$ cat config.mk
export PLATFORM = sky130hd
export DESIGN_NAME = tiled_matmul_sequencer
export DESIGN_NICKNAME = d
export VERILOG_FILES = /design/src/rtl/tiled_matmul_sequencer.sv
export SDC_FILE = /design/constraint.sdc
export NUM_CORES = 1
export LEC_CHECK = 0
export BUFFER_PORTS_ARGS = -buffer_cell sky130_fd_sc_hd__buf_4
export CELL_PAD_IN_SITES_DETAIL_PLACEMENT = 0
export CELL_PAD_IN_SITES_GLOBAL_PLACEMENT = 1
export CORE_ASPECT_RATIO = 0.8
export CORE_MARGIN = 4
export CORE_UTILIZATION = 37
export CTS_CLUSTER_SIZE = 12
export DETAILED_ROUTE_END_ITERATION = 10
export GPL_TIMING_DRIVEN = 1
export PLACE_DENSITY_LB_ADDON = 0.2
export RECOVER_POWER = 100
export REMOVE_ABC_BUFFERS = 1
export SYNTH_ARGS = -nofsm -noshare
export SYNTH_HDL_FRONTEND = slang
export SYNTH_SLANG_ARGS = --single-unit
$ cat constraint.sdc
create_clock -name clk -period 3.7 [get_ports clk]
set_input_delay 0.74 -clock clk [delete_from_list [all_inputs] [get_ports clk]]
set_output_delay 0.74 -clock clk [all_outputs]
set_load 0.005 [all_outputs]
$ cat src/rtl/tiled_matmul_sequencer.sv
// Command sequencer that tiles an MxK * KxN product onto an ARR x ARR systolic array:
// register-file read strobes, array framing, drain wait and masked tile-row write-back.
module tiled_matmul_sequencer #(
  parameter int ARR    = 8,
  parameter int DIM_W  = 6,
  parameter int PAGE_W = 4,
  parameter int LAT    = 16
) (
  input  logic              clk,
  input  logic              reset,
  input  logic              enable,
  input  logic              cmd_valid,
  output logic              cmd_ready,
  input  logic [PAGE_W-1:0] cmd_x_page,
  input  logic [PAGE_W-1:0] cmd_w_page,
  input  logic [PAGE_W-1:0] cmd_y_page,
  input  logic [DIM_W-1:0]  cmd_m,
  input  logic [DIM_W-1:0]  cmd_k,
  input  logic [DIM_W-1:0]  cmd_n,
  input  logic [2:0]        cmd_cfg,
  output logic              rd_en,
  output logic [PAGE_W-1:0] x_page,
  output logic [PAGE_W-1:0] w_page,
  output logic [DIM_W-1:0]  x_tile,
  output logic [DIM_W-1:0]  w_tile,
  output logic [DIM_W-1:0]  rd_k,
  output logic              arr_first,
  output logic              arr_last,
  output logic              y_wr_en,
  output logic [PAGE_W-1:0] y_page,
  output logic [DIM_W-1:0]  y_row,
  output logic [DIM_W-1:0]  y_col_tile,
  output logic [ARR-1:0]    y_col_mask,
  output logic              y_acc,
  output logic              cfg_relu,
  output logic              cfg_transpose,
  output logic              busy,
  output logic              done,
  output logic              err
);

  localparam int W1    = DIM_W + 1;
  localparam int CNT_W = (W1 > $clog2(LAT + 1)) ? W1 : $clog2(LAT + 1);
  localparam logic [W1-1:0] ARR_W = W1'(ARR);

  typedef enum logic [2:0] {S_IDLE, S_FEED, S_DRAIN, S_WRITE, S_DONE} state_t;

  state_t            state_q, state_d;
  logic [PAGE_W-1:0] x_page_q, x_page_d, w_page_q, w_page_d, y_page_q, y_page_d;
  logic [DIM_W-1:0]  m_q, m_d, k_q, k_d, n_q, n_d;
  logic [2:0]        cfg_q, cfg_d;
  logic [DIM_W-1:0]  ti_q, ti_d, tj_q, tj_d;
  logic [CNT_W-1:0]  cnt_q, cnt_d;
  logic              err_q, err_d;

  logic [W1-1:0] row_base, col_base, rows_left, cols_left, rows_this, cols_this;
  logic          last_i, last_j, k_last, drain_last, row_last, zero_dim;

  // Remaining rows/columns are measured from the current tile origin in DIM_W+1 bits.
  assign row_base   = W1'(ti_q) * ARR_W;
  assign col_base   = W1'(tj_q) * ARR_W;
  assign rows_left  = W1'(m_q) - row_base;
  assign cols_left  = W1'(n_q) - col_base;
  assign rows_this  = (rows_left < ARR_W) ? rows_left : ARR_W;
  assign cols_this  = (cols_left < ARR_W) ? cols_left : ARR_W;
  assign last_i     = (rows_left <= ARR_W);
  assign last_j     = (cols_left <= ARR_W);
  assign k_last     = (cnt_q == CNT_W'(k_q - 1'b1));
  assign drain_last = (cnt_q == CNT_W'(LAT - 1));
  assign row_last   = (cnt_q == CNT_W'(rows_this - 1'b1));
  assign zero_dim   = (cmd_m == '0) || (cmd_k == '0) || (cmd_n == '0);

  assign cmd_ready     = enable && (state_q == S_IDLE);
  assign rd_en         = enable && (state_q == S_FEED);
  assign arr_first     = rd_en && (cnt_q == '0);
  assign arr_last      = rd_en && k_last;
  assign y_wr_en       = enable && (state_q == S_WRITE);
  assign done          = enable && (state_q == S_DONE);
  assign err           = enable && err_q;
  assign busy          = (state_q != S_IDLE);
  assign x_page        = x_page_q;
  assign w_page        = w_page_q;
  assign y_page        = y_page_q;
  assign x_tile        = ti_q;
  assign w_tile        = tj_q;
  assign rd_k          = cnt_q[DIM_W-1:0];
  assign y_row         = DIM_W'(row_base + W1'(cnt_q));
  assign y_col_tile    = tj_q;
  assign y_acc         = cfg_q[2];
  assign cfg_relu      = cfg_q[1];
  assign cfg_transpose = cfg_q[0];

  always_comb begin
    y_col_mask = '0;
    for (int c = 0; c < ARR; c++) begin
      y_col_mask[c] = (W1'(c) < cols_this);
    end
  end

  // Everything holds while enable is low; the err pulse is simply dropped.
  always_comb begin
    state_d  = state_q;
    x_page_d = x_page_q;
    w_page_d = w_page_q;
    y_page_d = y_page_q;
    m_d      = m_q;
    k_d      = k_q;
    n_d      = n_q;
    cfg_d    = cfg_q;
    ti_d     = ti_q;
    tj_d     = tj_q;
    cnt_d    = cnt_q;
    err_d    = 1'b0;
    if (enable) begin
      unique case (state_q)
        S_IDLE: begin
          if (cmd_valid) begin
            x_page_d = cmd_x_page;
            w_page_d = cmd_w_page;
            y_page_d = cmd_y_page;
            m_d      = cmd_m;
            k_d      = cmd_k;
            n_d      = cmd_n;
            cfg_d    = cmd_cfg;
            ti_d     = '0;
            tj_d     = '0;
            cnt_d    = '0;
            if (zero_dim) err_d = 1'b1;
            else          state_d = S_FEED;
          end
        end
        S_FEED: begin
          if (k_last) begin
            cnt_d   = '0;
            state_d = S_DRAIN;
          end else begin
            cnt_d = cnt_q + 1'b1;
          end
        end
        S_DRAIN: begin
          if (drain_last) begin
            cnt_d   = '0;
            state_d = S_WRITE;
          end else begin
            cnt_d = cnt_q + 1'b1;
          end
        end
        S_WRITE: begin
          if (row_last) begin
            cnt_d = '0;
            // Column tiles are the inner loop; wrap j before stepping i.
            if (!last_j) begin
              tj_d    = tj_q + 1'b1;
              state_d = S_FEED;
            end else if (!last_i) begin
              tj_d    = '0;
              ti_d    = ti_q + 1'b1;
              state_d = S_FEED;
            end else begin
              state_d = S_DONE;
            end
          end else begin
            cnt_d = cnt_q + 1'b1;
          end
        end
        S_DONE:  state_d = S_IDLE;
        default: state_d = S_IDLE;
      endcase
    end
  end

  always_ff @(posedge clk) begin
    if (reset) begin
      state_q  <= S_IDLE;
      x_page_q <= '0;
      w_page_q <= '0;
      y_page_q <= '0;
      m_q      <= '0;
      k_q      <= '0;
      n_q      <= '0;
      cfg_q    <= '0;
      ti_q     <= '0;
      tj_q     <= '0;
      cnt_q    <= '0;
      err_q    <= 1'b0;
    end else begin
      state_q  <= state_d;
      x_page_q <= x_page_d;
      w_page_q <= w_page_d;
      y_page_q <= y_page_d;
      m_q      <= m_d;
      k_q      <= k_d;
      n_q      <= n_d;
      cfg_q    <= cfg_d;
      ti_q     <= ti_d;
      tj_q     <= tj_d;
      cnt_q    <= cnt_d;
      err_q    <= err_d;
    end
  end

endmodule

After elaboration in Yosys (flattened, before gate mapping)
Cells that the tools add are included.
W data, S select, Z words.
{"block": "totals", "regBits": 56, "output_inout_bits": 61, "word_cells": 98}
{"block": "classes", "n_addsub": 8, "n_lt_le_gt_ge": 12, "n_eq_ne": 15, "mux": 25, "bitwise_logic": 3, "n_reduce_logical": 23}
{"operator": "$mux W6", "count": 7}
{"operator": "$mux W7", "count": 6}
{"operator": "$lt A3 B7 Y1 const A", "count": 4}
{"operator": "$pmux W7 S4", "count": 1}
{"operator": "$pmux W6 S2", "count": 2}
{"operator": "$mux W3", "count": 7}
{"operator": "$logic_not A6 Y1", "count": 3}
{"operator": "$eq A7 B7 Y1", "count": 2}
{"operator": "$le A7 B4 Y1 const B", "count": 2}
{"operator": "$lt A1 B7 Y1 const A", "count": 2}
{"operator": "$lt A2 B7 Y1 const A", "count": 2}
{"operator": "$lt A7 B4 Y1 const B", "count": 2}
{"operator": "$ne A2 B2 Y1 const B", "count": 7}
{"operator": "$sub A6 B7 Y7", "count": 2}
{"operator": "$add A6 B1 Y6 const B", "count": 2}
{"operator": "$pmux W3 S4", "count": 1}
{"operator": "$reduce_and A6 Y1", "count": 2}
{"operator": "$add A7 B1 Y7 const B", "count": 1}
{"operator": "$eq A7 B4 Y1 const B", "count": 1}
{"operator": "$logic_and A1 B1 Y1", "count": 7}
{"operator": "$logic_not A7 Y1", "count": 1}
{"operator": "$sub A6 B1 Y7 const B", "count": 1}
{"operator": "$sub A7 B1 Y7 const B", "count": 1}
{"operator": "$add A6 B6 Y6", "count": 1}
{"operator": "other kinds (14)", "count": 19}

Longest topological paths before layout
Gate-level depths: netlist (run 1).
{"block": "depth", "depth_word": 7, "ltp_mapped": 18, "ltp_nobuf": 16}

Worst setup path before layout (run 1)
Ideal clock, no wire load.
{"block": "synth_path", "kind": "register to register", "start": "reg ti_q[0] (netlist: x_tile[0])", "end": "reg ti_q[5] (netlist: x_tile[5])", "setup_ns": 0.125, "arrival_time_ns": 3.183, "slack_ns": 0.391, "path_stages_with_launch": 17, "period_less_slack_ns": 3.309, "cell_sequence": "dfxtp_1 -> ha_1 -> inv_1 -> fa_1 -> xor2_1 -> nor2_4 -> and3_1 -> nand2_1 -> ha_1 -> xor2_1 -> nand4_1 -> a221oi_4 -> a31oi_4 -> buf_6 -> buf_2 -> o31ai_1 -> a21oi_1"}
{"block": "synth_between", "elab_chain_len": 7, "word_cells_on_any_way": 14}
{"item": "start, declared", "line_no": "52", "rtl": "logic [DIM_W-1:0] ti_q, ti_d, tj_q, tj_d;"}
{"item": "start signal, assigned", "line_no": "195", "rtl": "ti_q <= ti_d;"}
{"item": "$sub A6 B7 Y7", "line_no": "62", "rtl": "assign rows_left = W1'(m_q) - row_base;"}
{"item": "$lt A7 B4 Y1", "line_no": "64", "rtl": "assign rows_this = (rows_left < ARR_W) ? rows_left : ARR_W;"}
{"item": "$mux W7", "line_no": "64"}
{"item": "$sub A7 B1 Y7", "line_no": "70", "rtl": "assign row_last = (cnt_q == CNT_W'(rows_this - 1'b1));"}
{"item": "$eq A7 B7 Y1", "line_no": "70"}
{"item": "$ne A2 B2 Y1 (no source line)"}
{"item": "$reduce_and A6 Y1 (no source line)"}
Parallel ways exist; a longest one is shown, timed or not. The select of a mux whose other input is x is not followed.
A chain may end at the register's enable or synchronous reset.

Final worst setup path (run 1)
{"block": "layout_path", "start": "reg n_q[3]", "end": "out y_col_mask[0]"}
{"block": "layout_between", "elab_chain_len": 4}
{"item": "start, declared", "line_no": "50", "rtl": "logic [DIM_W-1:0] m_q, m_d, k_q, k_d, n_q, n_d;"}
{"item": "start signal, assigned", "line_no": "193", "rtl": "n_q <= n_d;"}
{"item": "$sub A6 B7 Y7 (*)", "line_no": "63", "rtl": "assign cols_left = W1'(n_q) - col_base;"}
{"item": "$lt A7 B4 Y1", "line_no": "65", "rtl": "assign cols_this = (cols_left < ARR_W) ? cols_left : ARR_W;"}
{"item": "$mux W7 (*)", "line_no": "65"}
{"item": "$lt A1 B7 Y1 (*)", "line_no": "96", "rtl": "y_col_mask[c] = (W1'(c) < cols_this);"}
{"item": "end, declared", "line_no": "33", "rtl": "output logic [ARR-1:0] y_col_mask,"}
Mark *: on every way between the ends. The rest lies on a longest branch, timed or not.

==> out/summary.txt, run 1 <==
=====================================================================================
Number of standard cells in the final layout excluding fillers .........          662
Final period util ......................................................       97.22%
Total negative setup slack .............................................         0 ns
Htree depth ............................................................            2
Syn Area/Cell ..........................................................   7.521 um^2
Worst path arrival time ................................................      2.86 ns
# clock sinks ..........................................................           56
Post-synth design cell area ............................................ 0.003445 mm^2
Detailed-route DRC error count .........................................            0
Number of core rows ....................................................           31
Peak VDD IR ............................................................    0.1654 mV
Cell variety after synth ...............................................           51
Chip Width .............................................................     115.9 um
Achievable clock frequency .............................................    278.0 MHz
Most common cell after layout, fill and taps aside ..................... sky130_fd_sc_hd__nand2_1
Placed cell count ......................................................          638
Data required time of the worst path ...................................      2.96 ns
Cell chain of the critical path ........................................ inv_2, ha_4, fa_2, or3b_4, o311ai_4, o311a_1, and2_4, inv_4, nor2_4, inv_2, or3_4, buf_6
Portion of the post-synthesis area used by sequential elements .........       32.55%
Final std cell area, no fill ........................................... 0.004509 mm^2
Iteration count of the initial detailed-routing pass ...................            4
PwrDens ................................................................ 342.8 mW/mm^2
Type of the worst min-delay path ....................................... flop to flop
Final-stage net count ..................................................          599
Worst slew margin ......................................................       5.246%
Launch instance of the worst min-delay path ............................    w_page[1]
Routability congestion estimate ........................................       0.7996
End of the worst register-to-register path .............................    x_tile[0]
Fraction of synthesized cell area taken by the top area cell type ......       32.55%
Clock buffer depth .....................................................            2
Number of flip-flops and latches in the synthesized netlist ............           56
Fin crit period ........................................................     3.597 ns
Total overflow reported by the global router ...........................            0
CP top delay family .................................................... simple AND/OR/NAND/NOR gates
Final total power ......................................................     1.546 mW
Setup crit end kind ....................................................   output pin
Vias ...................................................................         3432
Clock-pin slew of the registers on the worst-case setup and hold paths .      0.07 ns
Leakage dissipation ....................................................     1.769 nW
Max-slew violations ....................................................            0
Number of setup violations in the final report .........................            0
Final hold slack .......................................................    0.4552 ns
Launch instance of the worst register-to-register path .................    x_tile[1]
HPWL Detailed ..........................................................     6.766 mm
Setup slack of the most critical reg-to-reg path .......................      0.16 ns
Number of global-route vias before repair ..............................         3135
Transition time at the pin with the least slew margin ..................     1.421 ns
Asr flop ratio synth ...................................................           0%
Routed length per instance .............................................     15.04 um
Insertion delay of the later-clocked pin in the worst-skew pair ........      0.30 ns
Fraction of layout instances using a drive strength above 1 ............       27.24%
IO buf count ...........................................................           97
First-pass GRT wire length .............................................     15.24 mm
CP Max Fanout ..........................................................            2
Setup repair after global routing missed its margin ....................          yes
Number of I/O pins .....................................................           98
Delay of the slowest cell on the worst path ............................      0.39 ns
Clock tree from TritonCTS ..............................................         done
Root buffer cell ....................................................... sky130_fd_sc_hd__clkbuf_16
Crit path buf inv count ................................................            4
Cell with the largest stage delay on the worst path .................... sky130_fd_sc_hd__or3b_4
Total length of routed wires ...........................................     9.957 mm
Core box area .......................................................... 0.009076 mm^2
Most instantiated flip-flop cell in the synthesis netlist .............. sky130_fd_sc_hd__dfxtp_1
Number of enable-type register cells in the synthesized netlist ........            0
Warnings from Yosys ....................................................            0
Total global routing track utilization .................................       17.12%
Remaining antenna violation count ......................................            0
Die Y-Extent ...........................................................     94.30 um
Hold Path End ..........................................................    w_page[1]
Detail-routed via count per cell .......................................        5.184
Run status .............................................................    completed
Initial standard-cell utilization of the core ..........................       37.95%
Synthesis-to-layout area growth ........................................       30.91%
Placed Area ............................................................ 0.004146 mm^2
Post-Syn Instances .....................................................          458
Cts bufs inserted ......................................................            5
Most used cell along the critical path ................................. sky130_fd_sc_hd__inv_2
Antenna diodes .........................................................            0
Type of the setup path with the least slack ............................ flop to output pin
Startpoint class of the critical path ..................................         flop
Count of endpoints failing hold in the final timing report .............            0
Area contributors post-synth ........................................... sky130_fd_sc_hd__dfxtp_1 33%, sky130_fd_sc_hd__nand2_1 10%, sky130_fd_sc_hd__a21oi_1 8.3%
# Max-Cap Violations ...................................................            0
Initial antenna violation count ........................................            0
Commonest cells after routing, fill and taps aside ..................... 96 x sky130_fd_sc_hd__nand2_1, 68 x sky130_fd_sc_hd__buf_4, 56 x sky130_fd_sc_hd__a21oi_1, 50 x sky130_fd_sc_hd__dfxtp_1, 36 x sky130_fd_sc_hd__clkbuf_4
Worst hold path depth ..................................................            2
Drt first-iter violations ..............................................          180
Pin count of the biggest net entering global routing ...................           49
Post-synthesis cell type with the largest combined area ................ sky130_fd_sc_hd__dfxtp_1
Setup Skew .............................................................  0.007889 ns
Cells on worst reg2reg path ............................................           14
Die footprint .......................................................... 0.01093 mm^2
=====================================================================================
synthesized netlist by cell type (5+ instances only):
master                      n
sky130_fd_sc_hd__and2_1     9
sky130_fd_sc_hd__buf_4     15
sky130_fd_sc_hd__nand4_1   10
sky130_fd_sc_hd__a21oi_1   57
sky130_fd_sc_hd__clkbuf_1  19
sky130_fd_sc_hd__nor2_1    21
sky130_fd_sc_hd__xor2_1     5
sky130_fd_sc_hd__nand3_1   10
sky130_fd_sc_hd__nand2_1   96
sky130_fd_sc_hd__nor3_1    16
sky130_fd_sc_hd__dfxtp_1   56
sky130_fd_sc_hd__or4_1     11
sky130_fd_sc_hd__or3_1      6
sky130_fd_sc_hd__o21ai_0   11
sky130_fd_sc_hd__inv_1     24
sky130_fd_sc_hd__ha_1      13
sky130_fd_sc_hd__o211ai_1   8
sky130_fd_sc_hd__xnor2_1    9
sky130_fd_sc_hd__o21ai_1    5
sky130_fd_sc_hd__and3_1     6
sky130_fd_sc_hd__o31ai_1    8
logic make-up after synthesis:
logic type               after synthesis  share of synthesized area (%)
AND/OR/NAND/NOR                      204                          28.91
AO/OA/AOI/OAI                        105                          19.03
buffers and inverters                 60                          8.427
flip-flops                            56                          32.55
adder cells (fa/ha/maj)               16                          6.466
XOR/XNOR                              15                          4.032
multiplexers                           2                         0.5812
registers in the layout, indices dropped and copies added, names as in the netlist:
signal	cells
x_page	4
w_tile	6
w_page	4
n_q	6
err_q	1
k_q	6
x_tile	6
m_q	6
cnt_q	7
y_page	4
cfg_q	3
state_q	3
power by group:
part           leakage (nW)  switching (mW)  internal, mW  total (mW)
logic                  1.23           0.178         0.178       0.356
clock network        0.0798           0.229         0.319       0.548
registers             0.458          0.0200         0.623       0.643
total                  1.77           0.427          1.12        1.55
tightest hold or removal path: stages, from the launching register on:
cell                      delay (ns)
sky130_fd_sc_hd__dfxtp_1        0.31
sky130_fd_sc_hd__nand2_1        0.05
sky130_fd_sc_hd__a21oi_1        0.05
worst max path at each step:
stage               slack, ns      start  cells after the start       endpoint
finish                   0.10     n_q[3]                     12  y_col_mask[0]
global route            -0.02     m_q[3]                     15      w_tile[5]
CTS                     0.005  x_tile[1]                     14      x_tile[3]
detailed placement       0.04  x_tile[1]                     14      x_tile[3]
global placement         0.16  w_tile[0]                     11  y_col_mask[0]
floorplan                0.24  x_tile[0]                     14      w_tile[4]
routing by layer:
| metal | vias up | track usage [%] | wire length, um | part of all wire, % |
|---|---|---|---|---|
| met5 | - | 0 | 0 | 0 |
| met2 | 93 | 28.30 | 4588 | 46 |
| met1 | 1575 | 23.25 | 4701 | 47 |
| li1 | 1757 | - | - | - |
| met3 | 7 | 4.185 | 599 | 6.0 |
| met4 | 0 | 2.319 | 68 | 0.68 |
cell type report:
type / count / area (um^2)
inverters: 24 / 92.59
repair buffers: 115 / 829.5
multi-input cells: 344 / 2145
flip-flops and latches: 56 / 1131
clock inverters: 3 / 42.54
well taps: 115 / 143.9
fillers: 942 / 4567
clock buffers: 5 / 125.1
repair_timing:
| item | in CTS | in global routing |
|---|---|---|
| gates resized for setup | 6 | 23 |
| endpoints found under the setup margin | 2 | 24 |
| cloned | 0 | 2 |
| buffers inserted | 2 | 12 |
| pin swaps | 3 | 13 |
| hold buffers | 0 | 0 |
through the flow:
step	utilization [%]	setup slack [ns]
after floorplan	-	0.2416
after global placement	45.69	0.1633
after detailed placement	45.69	0.03927
after CTS	47.85	0.004995
after global routing	49.68	-0.01562
final	49.68	0.1028
Note: power is estimated with default switching activity, not from simulation.
==> inputs of run 2 (changes only) <==
--- a/config.mk
+++ b/config.mk
@@ -14,7 +14,7 @@
 export CTS_CLUSTER_SIZE = 12
 export DETAILED_ROUTE_END_ITERATION = 10
 export GPL_TIMING_DRIVEN = 1
-export PLACE_DENSITY_LB_ADDON = 0.2
+export PLACE_DENSITY = 0.85
 export RECOVER_POWER = 100
 export REMOVE_ABC_BUFFERS = 1
 export SYNTH_ARGS = -nofsm -noshare
==> constraint.sdc (replaced) <==
create_clock -name clk -period 3.7 [get_ports clk]
set_input_delay 0.74 -clock clk [delete_from_list [all_inputs] [get_ports clk]]
set_output_delay 0.74 -clock clk [all_outputs]
set_load 0.02 [all_outputs]
==> run 2 against run 1 <==
- highest routed layer unchanged
- count of clock-buffer cells in the layout unchanged
- global-route usage increased by 0.092 points
- largest cell class unchanged
- critical endpoint unchanged
- die area did not move
- critical path depth stayed put
==> out/summary.txt, run 2 (synthesized netlist as in run 1, its figures left out) <==
=====================================================================================
Run status .............................................................    completed
Largest register by flop count .........................................        cnt_q
Peak VDD IR ............................................................    0.1660 mV   +0.33%
Worst slack after detailed placement ...................................  -0.01343 ns   -0.05270 ns
Clock tree from TritonCTS ..............................................         done
IO buf count ...........................................................           97   unchanged
Number of setup violations in the final report .........................            0   unchanged
Insertion delay of the later-clocked pin in the worst-skew pair ........      0.30 ns   about the same
Worst path arrival time ................................................      2.90 ns   +0.04 ns
Total length of routed wires ...........................................     9.827 mm   -1.3%
Initial standard-cell utilization of the core ..........................       37.95%   unchanged
PwrDens ................................................................ 365.4 mW/mm^2   +6.6%
Launch instance of the worst min-delay path ............................    y_page[2]
# clock sinks ..........................................................           56   unchanged
Type of the setup path with the least slack ............................ flop to output pin
Synthesis-to-layout area growth ........................................       25.61%
Sequential group share of total power ..................................        40.6%   -1.0 points
Die footprint .......................................................... 0.01093 mm^2   unchanged
Clock buffer depth .....................................................            2   unchanged
Cell chain of the critical path ........................................ inv_2, ha_4, fa_2, or3b_4, o311ai_4, o311a_1, and2_4, inv_4, nor2_4, inv_2, or3_4, buf_6
Leakage dissipation ....................................................     1.593 nW   -10%
Cell with the largest stage delay on the worst path .................... sky130_fd_sc_hd__or3b_4
Root buffer cell ....................................................... sky130_fd_sc_hd__clkbuf_16
Number of global-route vias before repair ..............................         3176   +1.3%
Vias ...................................................................         3536   +3.0%
Setup crit end kind ....................................................   output pin
Startpoint class of the critical path ..................................         flop
Data required time of the worst path ...................................      2.96 ns   about the same
Most common cell after layout, fill and taps aside ..................... sky130_fd_sc_hd__nand2_1
Die Y-Extent ...........................................................     94.30 um   unchanged
Setup repair after global routing missed its margin ....................          yes
Antenna diodes .........................................................            0   unchanged
Fin crit period ........................................................     3.642 ns   +0.04502 ns
Smallest setup slack after layout ......................................   0.05776 ns   -0.04502 ns
Final period util ......................................................       98.44%   +1.2 points
Routed length per instance .............................................     14.93 um   -0.71%
Cells on worst reg2reg path ............................................           14   unchanged
Setup slack of the most critical reg-to-reg path .......................      0.16 ns   about the same
Type of the worst min-delay path ....................................... flop to flop
Worst slew margin ......................................................       25.36%   +20 points
Total global routing track utilization .................................       17.21%   +0.092 points
# Max-Cap Violations ...................................................            0   unchanged
Clock network fraction of design power .................................        35.9%   +0.5 points
Internal power consumption .............................................     1.097 mW   -2.0%
Hold Path End ..........................................................    y_page[2]
Cts bufs inserted ......................................................            5   unchanged
Delay of the slowest cell on the worst path ............................      0.39 ns   about the same
Launch instance of the worst register-to-register path .................    x_tile[2]
Most used cell along the critical path ................................. sky130_fd_sc_hd__inv_2
HPWL Detailed ..........................................................     6.777 mm   +0.16%
Proportion of total power due to net switching .........................       30.64%   +3.0 points
Placed cell count ......................................................          638   unchanged
Drt first-iter violations ..............................................          311   +73%
Pin count of the biggest net entering global routing ...................           49   unchanged
Number of core rows ....................................................           31   unchanged
Setup Skew .............................................................  0.008042 ns   +0.0001529 ns
Combinational share of power ...........................................        23.4%   +0.4 points
Count of endpoints failing hold in the final timing report .............            0   unchanged
Detail-routed via count per cell .......................................        5.374   +3.7%
Number of standard cells in the final layout excluding fillers .........          658   -0.60%
Iteration count of the initial detailed-routing pass ...................            4   unchanged
Detailed-route DRC error count .........................................            0   unchanged
Commonest cells after routing, fill and taps aside ..................... 96 x sky130_fd_sc_hd__nand2_1, 57 x sky130_fd_sc_hd__a21oi_1, 57 x sky130_fd_sc_hd__buf_4, 52 x sky130_fd_sc_hd__dfxtp_1, 52 x sky130_fd_sc_hd__clkbuf_1
Number of I/O pins .....................................................           98   unchanged
Max-slew violations ....................................................            0   unchanged
Final-stage net count ..................................................          595   -0.67%
Routability congestion estimate ........................................       0.8033   +0.46%
End of the worst register-to-register path .............................    w_tile[5]
CP Max Fanout ..........................................................            4   +2
Chip Width .............................................................     115.9 um   unchanged
Filler instances .......................................................          992   +5.3%
Clock-pin slew of the registers on the worst-case setup and hold paths .      0.08 ns   about the same
Switching Power ........................................................    0.4844 mW   +13%
Hold buffer count at CTS ...............................................            0   unchanged
First-pass GRT wire length .............................................     15.33 mm   +0.63%
Worst hold path depth ..................................................            2   unchanged
Fraction of layout instances using a drive strength above 1 ............       18.23%   -9.0 points
Transition time at the pin with the least slew margin ..................     1.120 ns   -0.3017 ns
Core box area .......................................................... 0.009076 mm^2   unchanged
Total overflow reported by the global router ...........................            0   unchanged
Achievable clock frequency .............................................    274.6 MHz   -1.2%
Number of flip-flops in the largest register ...........................            7   unchanged
Initial antenna violation count ........................................            0   unchanged
Htree depth ............................................................            2   unchanged
Remaining antenna violation count ......................................            0   unchanged
=====================================================================================
-- run 2: final cells by class --
type	instances	area, um^2	area share [%]
Inverter	24	92.59	2.140
Clock inverter	3	46.29	1.070
Timing Repair Buffer	111	645.6	14.92
Tap cell	115	143.9	3.326
Sequential cell	56	1129	26.08
Clock buffer	5	125.1	2.892
Multi-Input combinational cell	344	2145	49.57
-- run 2: how the worst max path moves through the flow --
| stage | startpoint | endpoint | slack, ns | cells after the start |
|---|---|---|---|---|
| after floorplan | w_tile[0] | y_col_mask[0] | 0.04 | 10 |
| after global placement | x_tile[1] | w_tile[5] | 0.21 | 14 |
| after detailed placement | x_tile[1] | w_tile[5] | -0.01 | 14 |
| after CTS | n_q[3] | y_col_mask[0] | -0.004 | 12 |
| after global routing | x_tile[0] | w_tile[5] | -0.07 | 15 |
| final | n_q[3] | y_col_mask[0] | 0.06 | 12 |
-- run 2: layer usage --
metal	vias up	wire [um]	global-route usage (%)
met2	123	4624	28.16
met5	-	0	0
li1	1755	-	-
met4	0	96	2.609
met1	1646	4457	23.76
met3	12	649	3.799
-- run 2: power groups by stage --
stage	Sequential [mW]	Clock (mW)	Combinational, mW
finish	0.642	0.568	0.371
global route	0.646	0.598	0.405
CTS	0.642	0.583	0.353
detailed placement	0.657	0	0.338
global placement	0.656	0	0.331
floorplan	0.666	0	0.187
-- run 2: metrics by stage --
stage | cell area, um^2 | hold WS, ns | total power [mW] | TNS [ns] | utilization, %
6_report | 4327 | 0.4557 | 1.581 | 0 | 47.67
4_1_cts | 4372 | 0.4555 | 1.578 | -0.004353 | 48.17
5_1_grt | 4327 | 0.4734 | 1.648 | -0.4779 | 47.67
2_1_floorplan | 3244 | 0.4303 | 0.8531 | 0 | -
3_5_place_dp | 4146 | 0.4471 | 0.9952 | -0.01343 | 45.69
3_3_place_gp | 4146 | 0.4426 | 0.9869 | 0 | 45.69
-- run 2: critical path: cells and delay by family (launching register included) --
family / cells / cell delay (ns)
AND/OR/NAND/NOR: 4 / 1.07
adder cells (fa/ha/maj): 2 / 0.49
AO/OA/AOI/OAI: 2 / 0.45
flip-flops: 1 / 0.33
buffers and inverters: 4 / 0.27
-- run 2: timing repair --
action,in CTS,in global routing
gates cloned,1,1
pin swaps,5,13
setup endpoints to repair,8,23
buffers inserted,3,7
gates resized for setup,8,20
==> inputs of run 3 (changes only) <==
--- a/config.mk
+++ b/config.mk
@@ -5,15 +5,17 @@
 export SDC_FILE = /design/constraint.sdc
 export NUM_CORES = 1
 export LEC_CHECK = 0
+export ABC_AREA = 1
 export BUFFER_PORTS_ARGS = -buffer_cell sky130_fd_sc_hd__buf_4
 export CELL_PAD_IN_SITES_DETAIL_PLACEMENT = 0
 export CELL_PAD_IN_SITES_GLOBAL_PLACEMENT = 1
 export CORE_ASPECT_RATIO = 0.8
 export CORE_MARGIN = 4
-export CORE_UTILIZATION = 37
+export CORE_UTILIZATION = 36
 export CTS_CLUSTER_SIZE = 12
 export DETAILED_ROUTE_END_ITERATION = 10
 export GPL_TIMING_DRIVEN = 1
+export HOLD_SLACK_MARGIN = 0.12
 export PLACE_DENSITY = 0.85
 export RECOVER_POWER = 100
 export REMOVE_ABC_BUFFERS = 1
==> run 3 against run 2 <==
- combinational power grew to 4.0 times the previous value
- non-clock buffer count shrank 7
- sequential power grew 27%
- register-to-register slack gained 0.20 ns
- global-route usage shrank 0.54 points
- synthesized area shrank 1.1%
- cell count grew 6.1%
- clock skew grew 0.0022 ns
- total power grew 77%
- die area grew 1.5%
==> out/summary.txt, run 3 <==
=====================================================================================
Leakage dissipation ....................................................     1.819 nW   +14%
Met1 capacity usage during global routing ..............................       23.01%   -0.75 points
Number of I/O pins .....................................................           98   unchanged
Fraction of layout instances using a drive strength above 1 ............       10.81%   -7.4 points
# Max-Cap Violations ...................................................            0   unchanged
Vias ...................................................................         3349   -5.3%
Total global routing track utilization .................................       16.67%   -0.54 points
Core box area .......................................................... 0.009154 mm^2   +0.85%
Area contributors post-synth ........................................... sky130_fd_sc_hd__dfxtp_1 33%, sky130_fd_sc_hd__nand2_1 11%, sky130_fd_sc_hd__nand3_1 7.6%
Insertion delay of the later-clocked pin in the worst-skew pair ........      0.30 ns   about the same
Clock buffer depth .....................................................            2   unchanged
Post-synth design cell area ............................................ 0.003406 mm^2   -1.1%
Clock tree from TritonCTS ..............................................         done
Setup crit end kind ....................................................   output pin
Antenna diodes .........................................................            0   unchanged
Synthesis-to-layout area growth ........................................       19.58%
Worst slack after detailed placement ...................................    0.3019 ns   +0.3154 ns
Number of flip-flops in the largest register ...........................            7   unchanged
HPWL Detailed ..........................................................     7.190 mm   +6.1%
Number of flip-flops and latches in the synthesized netlist ............           56   unchanged
Worst path arrival time ................................................      2.65 ns   -0.25 ns
Routed length per instance .............................................     13.23 um   -11%
Total length of routed wires ...........................................     9.236 mm   -6.0%
Fraction of synthesized cell area taken by the top area cell type ......       32.92%   +0.37 points
Clock-pin slew of the registers on the worst-case setup and hold paths .      0.08 ns   about the same
Cts bufs inserted ......................................................            5   unchanged
Run status .............................................................    completed
Type of the worst min-delay path ....................................... flop to flop
Pin count of the biggest net entering global routing ...................           24   -51%
Type of the setup path with the least slack ............................ flop to output pin
Total negative setup slack .............................................         0 ns   unchanged
Most frequent cells after synthesis .................................... 103 x sky130_fd_sc_hd__nand2_1, 65 x sky130_fd_sc_hd__inv_1, 57 x sky130_fd_sc_hd__nor2_1, 56 x sky130_fd_sc_hd__dfxtp_1, 52 x sky130_fd_sc_hd__nand3_1
Total overflow reported by the global router ...........................            0   unchanged
Smallest setup slack after layout ......................................    0.3080 ns   +0.2502 ns
Number of core rows ....................................................           31   unchanged
Portion of the post-synthesis area used by sequential elements .........       32.92%   +0.37 points
Detail-routed via count per cell .......................................        4.798   -11%
Met2 Usage GRT .........................................................       25.52%   -2.6 points
Root buffer cell ....................................................... sky130_fd_sc_hd__clkbuf_16
Chip Width .............................................................     116.7 um   +0.75%
Commonest cells after routing, fill and taps aside ..................... 103 x sky130_fd_sc_hd__nand2_1, 66 x sky130_fd_sc_hd__inv_1, 58 x sky130_fd_sc_hd__nor2_1, 57 x sky130_fd_sc_hd__clkbuf_1, 56 x sky130_fd_sc_hd__dfxtp_1
Placed Area ............................................................ 0.004123 mm^2   -0.57%
Die footprint .......................................................... 0.01109 mm^2   +1.5%
Final period util ......................................................       91.68%   -6.8 points
Largest register by flop count .........................................        cnt_q
CP Max Fanout ..........................................................            7   +3
Die Y-Extent ...........................................................     95.00 um   +0.74%
Initial standard-cell utilization of the core ..........................       37.21%   -0.75 points
Post_cts resized .......................................................            0   -8
Iteration count of the initial detailed-routing pass ...................            4   unchanged
Worst slew margin ......................................................       37.07%   +12 points
Highest-utilization routing layer at the global route stage ............         met2
Warnings from Yosys ....................................................            0   unchanged
Routability congestion estimate ........................................       0.8628   +7.4%
Initial antenna violation count ........................................            0   unchanged
Final total power ......................................................     2.798 mW   +77%
Detailed-route DRC error count .........................................            0   unchanged
Post-synthesis cell type with the largest combined area ................ sky130_fd_sc_hd__dfxtp_1
Asr flop ratio synth ...................................................           0%   unchanged
Drt first-iter violations ..............................................          163   -48%
First-pass GRT wire length .............................................     14.80 mm   -3.5%
Fin crit period ........................................................     3.392 ns   -0.2502 ns
Data required time of the worst path ...................................      2.96 ns   about the same
Htree depth ............................................................            2   unchanged
Max-slew violations ....................................................            0   unchanged
Startpoint class of the critical path ..................................         flop
Setup Skew .............................................................   0.01026 ns   +0.002219 ns
Number of global-route vias before repair ..............................         3106   -2.2%
Most common cell after layout, fill and taps aside ..................... sky130_fd_sc_hd__nand2_1
IO buf count ...........................................................           97   unchanged
Peak VDD IR ............................................................    0.2682 mV   +62%
Post-Syn Instances .....................................................          502   +9.6%
Final std cell area, no fill ........................................... 0.004073 mm^2   -5.9%
Number of enable-type register cells in the synthesized netlist ........            0   unchanged
Library cell with the highest instance count after synthesis ........... sky130_fd_sc_hd__nand2_1
Count of endpoints failing hold in the final timing report .............            0   unchanged
Remaining antenna violation count ......................................            0   unchanged
Transition time at the pin with the least slew margin ..................    0.9321 ns   -0.1876 ns
Most instantiated flip-flop cell in the synthesis netlist .............. sky130_fd_sc_hd__dfxtp_1
Final-stage net count ..................................................          635   +6.7%
Achievable clock frequency .............................................    294.8 MHz   +7.4%
Layout Utilization .....................................................       44.49%   -3.2 points
Global Route met3 Usage ................................................       5.766%   +2.0 points
PwrDens ................................................................ 687.0 mW/mm^2   +88%
Cell variety after synth ...............................................           33   -35%
# clock sinks ..........................................................           56   unchanged
Number of setup violations in the final report .........................            0   unchanged
Syn Area/Cell ..........................................................   6.784 um^2   -9.8%
=====================================================================================
==> run 3: layout make-up <==
type | instances | area (um^2)
timing repair buffer | 104 | 569.3
clock buffer | 5 | 125.1
inverter | 72 | 270.3
sequential | 56 | 1121
fill | 1003 | 5081
clock inverter | 3 | 26.28
multi-input combinational | 343 | 1817
tap | 115 | 143.9
==> run 3: timing repair <==
action,4_1_cts,5_1_grt
endpoints found under the setup margin,0,8
hold buffers,0,0
endpoints found under the hold margin,0,0
buffers inserted,0,3
==> run 3: worst max-delay path, cell delays in order (launching register included) <==
cell                       delay (ns)
sky130_fd_sc_hd__dfxtp_1         0.39
sky130_fd_sc_hd__ha_1            0.26
sky130_fd_sc_hd__fa_1            0.48
sky130_fd_sc_hd__a21boi_0        0.16
sky130_fd_sc_hd__o21ai_0         0.10
sky130_fd_sc_hd__nor2_1          0.14
sky130_fd_sc_hd__inv_1           0.05
sky130_fd_sc_hd__nor2_1          0.25
sky130_fd_sc_hd__inv_1           0.10
sky130_fd_sc_hd__nor2_1          0.16
sky130_fd_sc_hd__o21ai_0         0.11
sky130_fd_sc_hd__buf_4           0.17
==> run 3: power by group <==
part	total, mW	internal (mW)	leakage, nW	switching (mW)
Clock	0.486	0.256	0.0680	0.230
Combinational	1.50	0.466	1.29	1.03
Sequential	0.813	0.721	0.457	0.0919
==> run 3: kinds of logic (layout without fill, tap and decap cells) <==
logic type      Yosys count  count (layout)  share of synthesized area [%]
compound gates           60              60                          9.589
flops                    56              56                          32.92
buf+inv                 103             184                          13.37
fa+ha+maj                16              16                          6.539
simple gates            241             241                          30.90
xor+xnor                 26              26                          6.686
==> run 3: per-stage QoR <==
stage	hold slack [ns]	cells
3_3_place_gp	0.4578	687
2_1_floorplan	0.4544	471
6_report	0.4740	698
4_1_cts	0.4799	695
3_5_place_dp	0.4650	687
5_1_grt	0.5046	698
==> run 3: path summary, 6_finish.rpt <==
check            start             to  slack (ns)  cells after the start
min          x_page[3]      x_page[3]        0.47                      2
max reg2reg  x_tile[2]      x_tile[1]        0.36                     17
max          w_tile[0]  y_col_mask[2]        0.31                     11
min reg2reg  x_page[3]      x_page[3]        0.47                      2
==> run 3: layer usage <==
| metal | routed length, um | share of wire, % | vias to the layer above |
|---|---|---|---|
| met5 | 0 | 0 | - |
| met4 | 55 | 0.60 | 0 |
| met3 | 856 | 9.3 | 7 |
| met2 | 3862 | 42 | 118 |
| met1 | 4461 | 48 | 1482 |
| li1 | - | - | 1742 |
